`config.mk`:
```
export PLATFORM = sky130hd
export DESIGN_NAME = control_unit
export DESIGN_NICKNAME = d
export VERILOG_FILES = /design/src/rtl/cpu_pkg.sv /design/src/rtl/control_unit_op_decode.sv /design/src/rtl/control_unit.sv
export SDC_FILE = /design/constraint.sdc
export NUM_CORES = 1
export LEC_CHECK = 0
export CAP_MARGIN = 20
export CELL_PAD_IN_SITES_DETAIL_PLACEMENT = 0
export CELL_PAD_IN_SITES_GLOBAL_PLACEMENT = 1
export CORE_ASPECT_RATIO = 1.75
export CORE_MARGIN = 2
export CORE_UTILIZATION = 32
export DETAILED_ROUTE_END_ITERATION = 10
export PLACE_DENSITY = 0.84
export SLEW_MARGIN = 20
export SYNTH_ARGS = -nofsm -noshare
export SYNTH_HDL_FRONTEND = slang
export SYNTH_SLANG_ARGS = --single-unit
```
`constraint.sdc`:
```
create_clock -name clk -period 5.8 [get_ports clk]
set_input_delay 0.58 -clock clk [delete_from_list [all_inputs] [get_ports clk]]
set_output_delay 0.58 -clock clk [all_outputs]
set_load 0.02 [all_outputs]
```
`src/rtl/cpu_pkg.sv`:
```
// rtl/cpu_pkg.sv - shared opcodes, ALU codes, instruction classes and sequencer states
package cpu_pkg;

  localparam logic [4:0] OP_LD   = 5'd0;
  localparam logic [4:0] OP_LDI  = 5'd1;
  localparam logic [4:0] OP_ST   = 5'd2;
  localparam logic [4:0] OP_ADD  = 5'd3;
  localparam logic [4:0] OP_SUB  = 5'd4;
  localparam logic [4:0] OP_AND  = 5'd5;
  localparam logic [4:0] OP_OR   = 5'd6;
  localparam logic [4:0] OP_SHR  = 5'd7;
  localparam logic [4:0] OP_SHL  = 5'd8;
  localparam logic [4:0] OP_ROR  = 5'd9;
  localparam logic [4:0] OP_ROL  = 5'd10;
  localparam logic [4:0] OP_ADDI = 5'd11;
  localparam logic [4:0] OP_ANDI = 5'd12;
  localparam logic [4:0] OP_ORI  = 5'd13;
  localparam logic [4:0] OP_MUL  = 5'd14;
  localparam logic [4:0] OP_DIV  = 5'd15;
  localparam logic [4:0] OP_NEG  = 5'd16;
  localparam logic [4:0] OP_NOT  = 5'd17;
  localparam logic [4:0] OP_BR   = 5'd18;
  localparam logic [4:0] OP_JR   = 5'd19;
  localparam logic [4:0] OP_JAL  = 5'd20;
  localparam logic [4:0] OP_IN   = 5'd21;
  localparam logic [4:0] OP_OUT  = 5'd22;
  localparam logic [4:0] OP_MFHI = 5'd23;
  localparam logic [4:0] OP_MFLO = 5'd24;
  localparam logic [4:0] OP_NOP  = 5'd25;
  localparam logic [4:0] OP_HALT = 5'd26;

  localparam logic [1:0] MDR_BUS = 2'b00;
  localparam logic [1:0] MDR_MEM = 2'b01;

  typedef enum logic [3:0] {
    ALU_ADD = 4'd0, ALU_SUB = 4'd1, ALU_AND = 4'd2, ALU_OR  = 4'd3,
    ALU_SHR = 4'd4, ALU_SHL = 4'd5, ALU_ROR = 4'd6, ALU_ROL = 4'd7,
    ALU_MUL = 4'd8, ALU_DIV = 4'd9, ALU_NEG = 4'd10, ALU_NOT = 4'd11
  } alu_e;

  typedef enum logic [3:0] {
    CL_LD, CL_LDI, CL_ST, CL_ALU, CL_IMM, CL_MULDIV, CL_UNARY, CL_BR,
    CL_JR, CL_JAL, CL_IN, CL_OUT, CL_MFHI, CL_MFLO, CL_NOP, CL_HALT
  } iclass_e;

  typedef enum logic [3:0] {
    S_FETCH0, S_FETCH1, S_FETCH2, S_FETCH3,
    S_T3, S_T4, S_T5, S_T6, S_T7, S_T8, S_HALT
  } state_e;

  // Final execute state of each class; execute states run T3 upward to it.
  function automatic state_e last_state(input iclass_e c);
    case (c)
      CL_LD:                  return S_T8;
      CL_ST:                  return S_T7;
      CL_MULDIV, CL_BR:       return S_T6;
      CL_LDI, CL_ALU, CL_IMM: return S_T5;
      CL_UNARY, CL_JAL:       return S_T4;
      default:                return S_T3;
    endcase
  endfunction

endpackage

```
`src/rtl/control_unit_op_decode.sv`:
```
// rtl/control_unit_op_decode.sv - opcode to instruction class and ALU operation
import cpu_pkg::*;

module op_decode (
  input  logic [4:0] opcode,
  output iclass_e    iclass,
  output alu_e       alu_op
);

  always_comb begin
    iclass = CL_NOP;
    alu_op = ALU_ADD;
    case (opcode)
      OP_LD:   iclass = CL_LD;
      OP_LDI:  iclass = CL_LDI;
      OP_ST:   iclass = CL_ST;
      OP_ADD:  begin iclass = CL_ALU;    alu_op = ALU_ADD; end
      OP_SUB:  begin iclass = CL_ALU;    alu_op = ALU_SUB; end
      OP_AND:  begin iclass = CL_ALU;    alu_op = ALU_AND; end
      OP_OR:   begin iclass = CL_ALU;    alu_op = ALU_OR;  end
      OP_SHR:  begin iclass = CL_ALU;    alu_op = ALU_SHR; end
      OP_SHL:  begin iclass = CL_ALU;    alu_op = ALU_SHL; end
      OP_ROR:  begin iclass = CL_ALU;    alu_op = ALU_ROR; end
      OP_ROL:  begin iclass = CL_ALU;    alu_op = ALU_ROL; end
      OP_ADDI: begin iclass = CL_IMM;    alu_op = ALU_ADD; end
      OP_ANDI: begin iclass = CL_IMM;    alu_op = ALU_AND; end
      OP_ORI:  begin iclass = CL_IMM;    alu_op = ALU_OR;  end
      OP_MUL:  begin iclass = CL_MULDIV; alu_op = ALU_MUL; end
      OP_DIV:  begin iclass = CL_MULDIV; alu_op = ALU_DIV; end
      OP_NEG:  begin iclass = CL_UNARY;  alu_op = ALU_NEG; end
      OP_NOT:  begin iclass = CL_UNARY;  alu_op = ALU_NOT; end
      OP_BR:   iclass = CL_BR;
      OP_JR:   iclass = CL_JR;
      OP_JAL:  iclass = CL_JAL;
      OP_IN:   iclass = CL_IN;
      OP_OUT:  iclass = CL_OUT;
      OP_MFHI: iclass = CL_MFHI;
      OP_MFLO: iclass = CL_MFLO;
      OP_HALT: iclass = CL_HALT;
      default: iclass = CL_NOP;
    endcase
  end

endmodule

```
`src/rtl/control_unit.sv`:
```
// rtl/control_unit.sv - hardwired multi-cycle sequencer driving the single-bus datapath strobes
import cpu_pkg::*;

module control_unit (
  input  logic        clk,
  input  logic        reset,
  input  logic [31:0] IR,
  input  logic        Branch,
  input  logic        stop,
  output logic        run,
  output logic        PCout, Zlowout, Zhighout, MDRout, HIout,
  output logic        LOout, InPortout, Cout, BAout, Rout,
  output logic        PCin, IRin, MARin, MDRin, Yin, Zin, Zlowin,
  output logic        Zhighin, HIin, LOin, OutPortin, InPortin, Rin,
  output logic        GRA, GRB, GRC,
  output logic        read, write, IncPc,
  output logic [1:0]  mdr_read,
  output logic [3:0]  control
);

  state_e  state_q, state_d;
  iclass_e class_q, class_d, dec_class;
  alu_e    alu_q, alu_d, dec_alu;
  logic    unused_ir;

  assign unused_ir = ^IR[26:0];

  op_decode u_op_decode (
    .opcode (IR[31:27]),
    .iclass (dec_class),
    .alu_op (dec_alu)
  );

  always_ff @(posedge clk or negedge reset) begin
    if (!reset) begin
      state_q <= S_FETCH0;
      class_q <= CL_NOP;
      alu_q   <= ALU_ADD;
    end else begin
      state_q <= state_d;
      class_q <= class_d;
      alu_q   <= alu_d;
    end
  end

  // The decoded class is latched on the FETCH3 edge so IR only has to be valid then.
  always_comb begin
    state_d = state_q;
    class_d = class_q;
    alu_d   = alu_q;
    unique case (state_q)
      S_FETCH0: if (!stop) state_d = S_FETCH1;
      S_FETCH1: state_d = S_FETCH2;
      S_FETCH2: state_d = S_FETCH3;
      S_FETCH3: begin
        class_d = dec_class;
        alu_d   = dec_alu;
        state_d = (dec_class == CL_HALT) ? S_HALT : S_T3;
      end
      S_HALT:   state_d = S_HALT;
      default:  state_d = (state_q == last_state(class_q)) ? S_FETCH0
                                                           : state_e'(state_q + 4'd1);
    endcase
  end

  always_comb begin
    run = 1'b1;
    {PCout, Zlowout, Zhighout, MDRout, HIout, LOout, InPortout, Cout, BAout, Rout} = '0;
    {PCin, IRin, MARin, MDRin, Yin, Zin, Zlowin, Zhighin, HIin, LOin, OutPortin, Rin} = '0;
    {GRA, GRB, GRC, read, write, IncPc} = '0;
    InPortin = 1'b1;
    mdr_read = MDR_BUS;
    control  = ALU_ADD;
    unique case (state_q)
      S_FETCH0: begin
        if (stop) run = 1'b0;
        else begin PCout = 1'b1; MARin = 1'b1; IncPc = 1'b1; Zin = 1'b1; Zlowin = 1'b1; end
      end
      S_FETCH1: begin Zlowout = 1'b1; PCin = 1'b1; read = 1'b1; end
      S_FETCH2: begin read = 1'b1; mdr_read = MDR_MEM; MDRin = 1'b1; end
      S_FETCH3: begin MDRout = 1'b1; IRin = 1'b1; end
      S_HALT:   run = 1'b0;
      S_T3: begin
        case (class_q)
          CL_LD, CL_LDI, CL_ST: begin GRB = 1'b1; BAout = 1'b1; Yin = 1'b1; end
          CL_ALU, CL_IMM:       begin GRB = 1'b1; Rout = 1'b1; Yin = 1'b1; end
          CL_MULDIV:            begin GRA = 1'b1; Rout = 1'b1; Yin = 1'b1; end
          CL_UNARY: begin
            GRB = 1'b1; Rout = 1'b1; control = alu_q; Zin = 1'b1; Zlowin = 1'b1;
          end
          CL_BR:   begin GRA = 1'b1; Rout = 1'b1; end
          CL_JR:   begin GRA = 1'b1; Rout = 1'b1; PCin = 1'b1; end
          CL_JAL:  begin PCout = 1'b1; GRB = 1'b1; Rin = 1'b1; end
          CL_IN:   begin InPortout = 1'b1; GRA = 1'b1; Rin = 1'b1; end
          CL_OUT:  begin GRA = 1'b1; Rout = 1'b1; OutPortin = 1'b1; end
          CL_MFHI: begin HIout = 1'b1; GRA = 1'b1; Rin = 1'b1; end
          CL_MFLO: begin LOout = 1'b1; GRA = 1'b1; Rin = 1'b1; end
          default: ;
        endcase
      end
      S_T4: begin
        case (class_q)
          CL_LD, CL_LDI, CL_ST: begin Cout = 1'b1; Zin = 1'b1; Zlowin = 1'b1; end
          CL_ALU: begin
            GRC = 1'b1; Rout = 1'b1; control = alu_q; Zin = 1'b1; Zlowin = 1'b1;
          end
          CL_IMM: begin Cout = 1'b1; control = alu_q; Zin = 1'b1; Zlowin = 1'b1; end
          CL_MULDIV: begin
            GRB = 1'b1; Rout = 1'b1; control = alu_q;
            Zin = 1'b1; Zlowin = 1'b1; Zhighin = 1'b1;
          end
          CL_UNARY: begin Zlowout = 1'b1; GRA = 1'b1; Rin = 1'b1; end
          CL_BR:    begin PCout = 1'b1; Yin = 1'b1; end
          CL_JAL:   begin GRA = 1'b1; Rout = 1'b1; PCin = 1'b1; end
          default: ;
        endcase
      end
      S_T5: begin
        case (class_q)
          CL_LD, CL_ST:           begin Zlowout = 1'b1; MARin = 1'b1; end
          CL_LDI, CL_ALU, CL_IMM: begin Zlowout = 1'b1; GRA = 1'b1; Rin = 1'b1; end
          CL_MULDIV:              begin Zlowout = 1'b1; LOin = 1'b1; end
          CL_BR:                  begin Cout = 1'b1; Zin = 1'b1; Zlowin = 1'b1; end
          default: ;
        endcase
      end
      S_T6: begin
        case (class_q)
          CL_LD:     read = 1'b1;
          CL_ST:     begin GRA = 1'b1; Rout = 1'b1; MDRin = 1'b1; end
          CL_MULDIV: begin Zhighout = 1'b1; HIin = 1'b1; end
          CL_BR:     begin Zlowout = 1'b1; PCin = Branch; end
          default: ;
        endcase
      end
      S_T7: begin
        case (class_q)
          CL_LD:   begin read = 1'b1; mdr_read = MDR_MEM; MDRin = 1'b1; end
          CL_ST:   write = 1'b1;
          default: ;
        endcase
      end
      S_T8: if (class_q == CL_LD) begin MDRout = 1'b1; GRA = 1'b1; Rin = 1'b1; end
      default: ;
    endcase
  end

endmodule

```
# After elaboration in Yosys (flattened, before gate mapping)
# Memories as Yosys holds them, arrays and structs flattened.
# Cells that the tools add are included.
[word_totals]
reg_bits = 12
memories = 1
out_inout_bits = 36
rom_bits = 64
elab_cells = 144
[memory_table]
columns = ["memory", "words", "width", "rd", "rd_clocked_by_memory_dff", "write_ports", "line", "rtl"]
rows = [
  ["(no name shown)", 16, 4, 1, 0, 0, "cpu_pkg.sv:53", "case (c)"],
]
[classes]
n_reduce_logical = 24
n_addsub = 1
n_mux = 64
n_eq_ne = 51
[ops]
columns = ["cell", "count"]
rows = [
  ["$pmux W4 S15", 1],
  ["$eq A5 B5 Y1 const B", 10],
  ["$pmux W4 S11", 1],
  ["$eq A4 B4 Y1 const B", 10],
  ["$eq A5 B4 Y1 const B", 8],
  ["$mux W1", 38],
  ["$eq A4 B3 Y1 const B", 8],
  ["$mux W4", 6],
  ["$reduce_or A7 Y1", 3],
  ["$eq A5 B3 Y1 const B", 4],
  ["$pmux W4 S5", 1],
  ["$eq A4 B2 Y1 const B", 4],
  ["$pmux W1 S2", 8],
  ["$pmux W1 S4", 4],
  ["$reduce_or A2 Y1", 8],
  ["$reduce_or A3 Y1", 5],
  ["$eq A5 B2 Y1 const B", 2],
  ["$pmux W1 S3", 3],
  ["$eq A4 B1 Y1 const B", 2],
  ["$logic_not A4 Y1", 2],
  ["$pmux W4 S2", 1],
  ["$reduce_or A4 Y1", 2],
  ["$reduce_or A8 Y1", 1],
  ["$reduce_or A6 Y1", 1],
  ["7 further kinds", 7],
]

# Longest topological paths before layout
[depth]
word_depth = 6
mapped_depth = 8

# By module
# A second synthesis with hierarchy kept.
[hier_totals]
cells_unflattened = 243
area_unflattened_um2 = 1746.7
[by_module_without_submodules]
columns = ["module", "instances", "cells_per_inst", "area_per_inst_um2"]
rows = [
  ["control_unit", 1, 206, 1491.4],
  ["op_decode", 1, 37, 255.2],
]

# Least setup slack after synthesis
# Ideal clock, no wire load.
[synth_path]
path_kind = "flip-flop to output port"
from = "register state_q[0]"
to = "output port Zlowin"
path_buffers = 2
t_arrival_ps = 2048
required_time_ps = 5220
path_slack_ps = 3172
stages_incl_launch_ff = 9
path_cell_list = "dfrtp_1 > inv_1 > ha_1 > buf_2 > and3b_1 > nand4_1 > a21oi_1 > a2111o_1 > buf_4"
[synth_via]
elab_chain_len = 2
elab_cells_between_ends = 5
[synth_rtl]
columns = ["element", "line", "rtl"]
rows = [
  ["from (decl)", "control_unit.sv:21", "state_e state_q, state_d;"],
  ["from (signal assigned)", "control_unit.sv:40", "state_q <= state_d;"],
  ["$eq A4 B3 Y1 or $logic_not A4 Y1 (tied branches)", "-", ""],
  ["$pmux W1 S4 *", "-", ""],
  ["to (decl)", "control_unit.sv:13", "output logic PCin, IRin, MARin, MDRin, Yin, Zin, Zlowin,"],
]
# Every way passes the cells marked *; elsewhere a longest branch is shown, timed or not.

# Worst setup path after layout
[layout_path]
from = "register state_q[0]"
to = "output port GRA"
[layout_via]
elab_chain_len = 2
elab_cells_between_ends = 6
[layout_rtl]
columns = ["element", "line", "rtl"]
rows = [
  ["$eq A4 B4 Y1 or $eq A4 B3 Y1 (tied branches)", "control_unit.sv:74", "unique case (state_q)"],
  ["$pmux W1 S5 *", "control_unit.sv:74", ""],
  ["to (decl)", "control_unit.sv:15", "output logic GRA, GRB, GRC,"],
]
# Marked as above.

==> flow_summary.ini <==
[cts]
insertion_delay_ns = 0.24
post_cts_resized = 0
htreeDepth = 1
clk_pin_slew_ns = 0.05
hold_buffers = 0
cts-root-buf = clkbuf_8
post-cts-setup-buffer-count = 0
numCtsBuffers = 3
cts_tree = built
cts.sinks = 12
cts.path.max_buffers = 2

[yosys]
synth_top_area_frac = 0.1282
synth_edf_count = 0
yosysSeqAreaShare = 0.1731
async_reset_ff_frac = 1.000
synthCells = 258
yosysWarnings = 0
ys_ff_latch = 12
synth_nets = 298
synthTopCellsByArea = dfrtp_1, a21oi_1, nand2_1
synth_top_area_cell = dfrtp_1
syn_area_per_cell_sq_um = 6.809
netlist_area_sq_um = 1757
ys_types = 62
synth_ff_type = dfrtp_1

[timing]
setup-tns-final_ns = 0
hold_viol = 0
setup_viol = 0
fin_ws_ns = 2.319
fin_worst_skew_ns = 0.002253
fmax_mhz = 287.3
worst_slew_pin_slew_ns = 0.9399
min_period_over_period = 0.6001
slew_violations = 0
layout_min_cycle_time_ns = 3.481
grt_setup_unrepaired = no
relSlewSlack = 0.3734

[power_and_ir_drop]
p_int_mw = 0.4187
clkPwrFrac = 0.085
finalPower_mw = 0.9052
seqPwrFrac = 0.330
sw_frac_of_total = 0.5374
pwr-share-comb = 0.586
switchingPower_mw = 0.4864
leakage_nw = 0.8119
powerDensity_nw_per_um2 = 417.2
peakVddDrop_v = 0.0002303

[worst_setup_path]
cp_max_fo = 10
worstPathArrival_ns = 2.90
path_class = flop to primary output
cp-start-kind = flop
r2r-start = state_q[0]$_DFFE_PN0P_
end_kind = primary output
required_ns = 5.22
cp-startpoint = state_q[0]$_DFFE_PN0P_

[placed_design]
dp.cells = 346
numPortBuffers = 42
gp_congestion = 0.7929
place_hpwl_um = 3753
dp_slack_ns = 2.589
placed_area_sq_um = 2125

[run]
cap_violations = 0

[layout]
nFillCells = 568
seq_area_sq_um = 304.0
stdcell_count = 350
multi_input_area_sq_um = 1285
drive_above_1_share = 0.06159
syn_to_final_growth_pct = 23.50
fin_nets = 317
n_antenna_cell = 0
final_cell_area_sq_um = 2170

[floorplan]
die_h_um = 102.0
rows = 35
core_area_sq_um = 5299
initial_core_util = 0.3315
ioPinCount = 72
die_area_sq_um = 6122
dieWidth_um = 60.01

[grt]
overflow = 0
grt_pass1_wl_um = 8404
antenna_found_initial = 0
grt_max_degree = 32
grt_pass1_vias = 1807
grt_util_all_layers = 0.1712

[routing]
drc = 0
first_pass_iters = 6
num_vias = 1882
drtAntennaViolNets = 0
routedWlPerCell_um = 14.03
routed_via_density = 5.377
wirelength_um = 4911
drt_iter0_drc = 82

[min_path]
hold_path.class = flop to flop
hold_start = alu_q[0]$_DFFE_PN0P_

[run_status]
outcome = completed
-- cell type report --
type / count / area share
Clock buffer: 4 / 0.02076
Inverter: 6 / 0.01038
Multi-Input combinational cell: 212 / 0.5923
Sequential cell: 12 / 0.1401
Tap cell: 74 / 0.04268
Timing Repair Buffer: 42 / 0.1938
-- power groups by stage --
stage	clock, mW	combinational [mW]	sequential [mW]
5_1_grt	0.0839	0.599	0.319
6_report	0.0767	0.530	0.298
4_1_cts	0.0776	0.534	0.297
3_5_place_dp	0	0.532	0.298
2_1_floorplan	0	0.518	0.169
3_3_place_gp	0	0.524	0.292
-- cells in the mapped netlist (all sizes together) (2+ instances only) --
library cell and number:
nand2 34, a21oi 26, buf 25, o21ai 22, nor2 19, nor3 14
nand2b 10, dfrtp 9, nand3 7, inv 6, and2 5, nand3b 5
o21a 5, ha 4, nor3b 4, a21o 3, a22oi 3, clkbuf 3
dfstp 3, nand4 3, or2 3, or3 3, xnor2 3, and3b 2
conb 2, mux2i 2, nor2b 2, o211ai 2, o32ai 2, o41ai 2
or3b 2
-- worst paths after layout --
kind	endpoint	slack, ns	depth (start not counted)
setup / recovery	GRA	2.32	8
hold / removal	alu_q[0]$_DFFE_PN0P_	0.47	2
setup reg to reg	state_q[0]$_DFFE_PN0P_	3.64	7
hold reg to reg	alu_q[0]$_DFFE_PN0P_	0.47	2
max in group asynchronous	class_q[3]$_DFFE_PN1P_	4.74	1
min in group asynchronous	alu_q[0]$_DFFE_PN0P_	0.70	1
-- state kept, by name (all words and copies together), names as in the netlist --
register,cells
state_q,4
class_q,4
alu_q,4
-- metrics by stage --
step | hold WS, ns | utilization
after floorplan | 0.2844 | -
after global placement | 0.4545 | 0.4009
after detailed placement | 0.4599 | 0.4009
after CTS | 0.4731 | 0.4094
after global routing | 0.5122 | 0.4094
final | 0.4660 | 0.4094
-- worst max-delay path: stages (launching register included) --
cell	delay, ns
dfrtp_1	0.48
inv_1	0.20
ha_1	0.40
and3b_1	0.29
a21oi_1	0.09
o32a_1	0.31
o2bb2ai_1	0.18
or3_1	0.13
clkdlybuf4s50_1	0.59
-- cell usage in the layout, fill, tap and decap left out, drive strengths merged, types with 5 or more instances in the layout --
cell	instances
a21oi	26
inv	6
and2	5
nand2b	10
clkdlybuf4s50	42
dfrtp	9
nor2	19
o21a	5
o21ai	22
nand3b	5
nand3	7
nand2	34
nor3	14
-- per-layer routing --
layer	up-vias	share of wire	GRT usage
met5	-	0	0
met4	0	0.019	0.05470
met3	8	0.015	0.01139
met2	27	0.56	0.3085
met1	889	0.41	0.2095
li1	958	-	-
-- logic make-up after synthesis --
group / synth area share
flops: 0.1731
mux: 0.01781
compound gates: 0.2970
buf+inv: 0.09544
simple gates: 0.3690
xor+xnor: 0.01496
other cells: 0.004275
fa+ha+maj: 0.02849
Power figures use the tool's default switching activity.
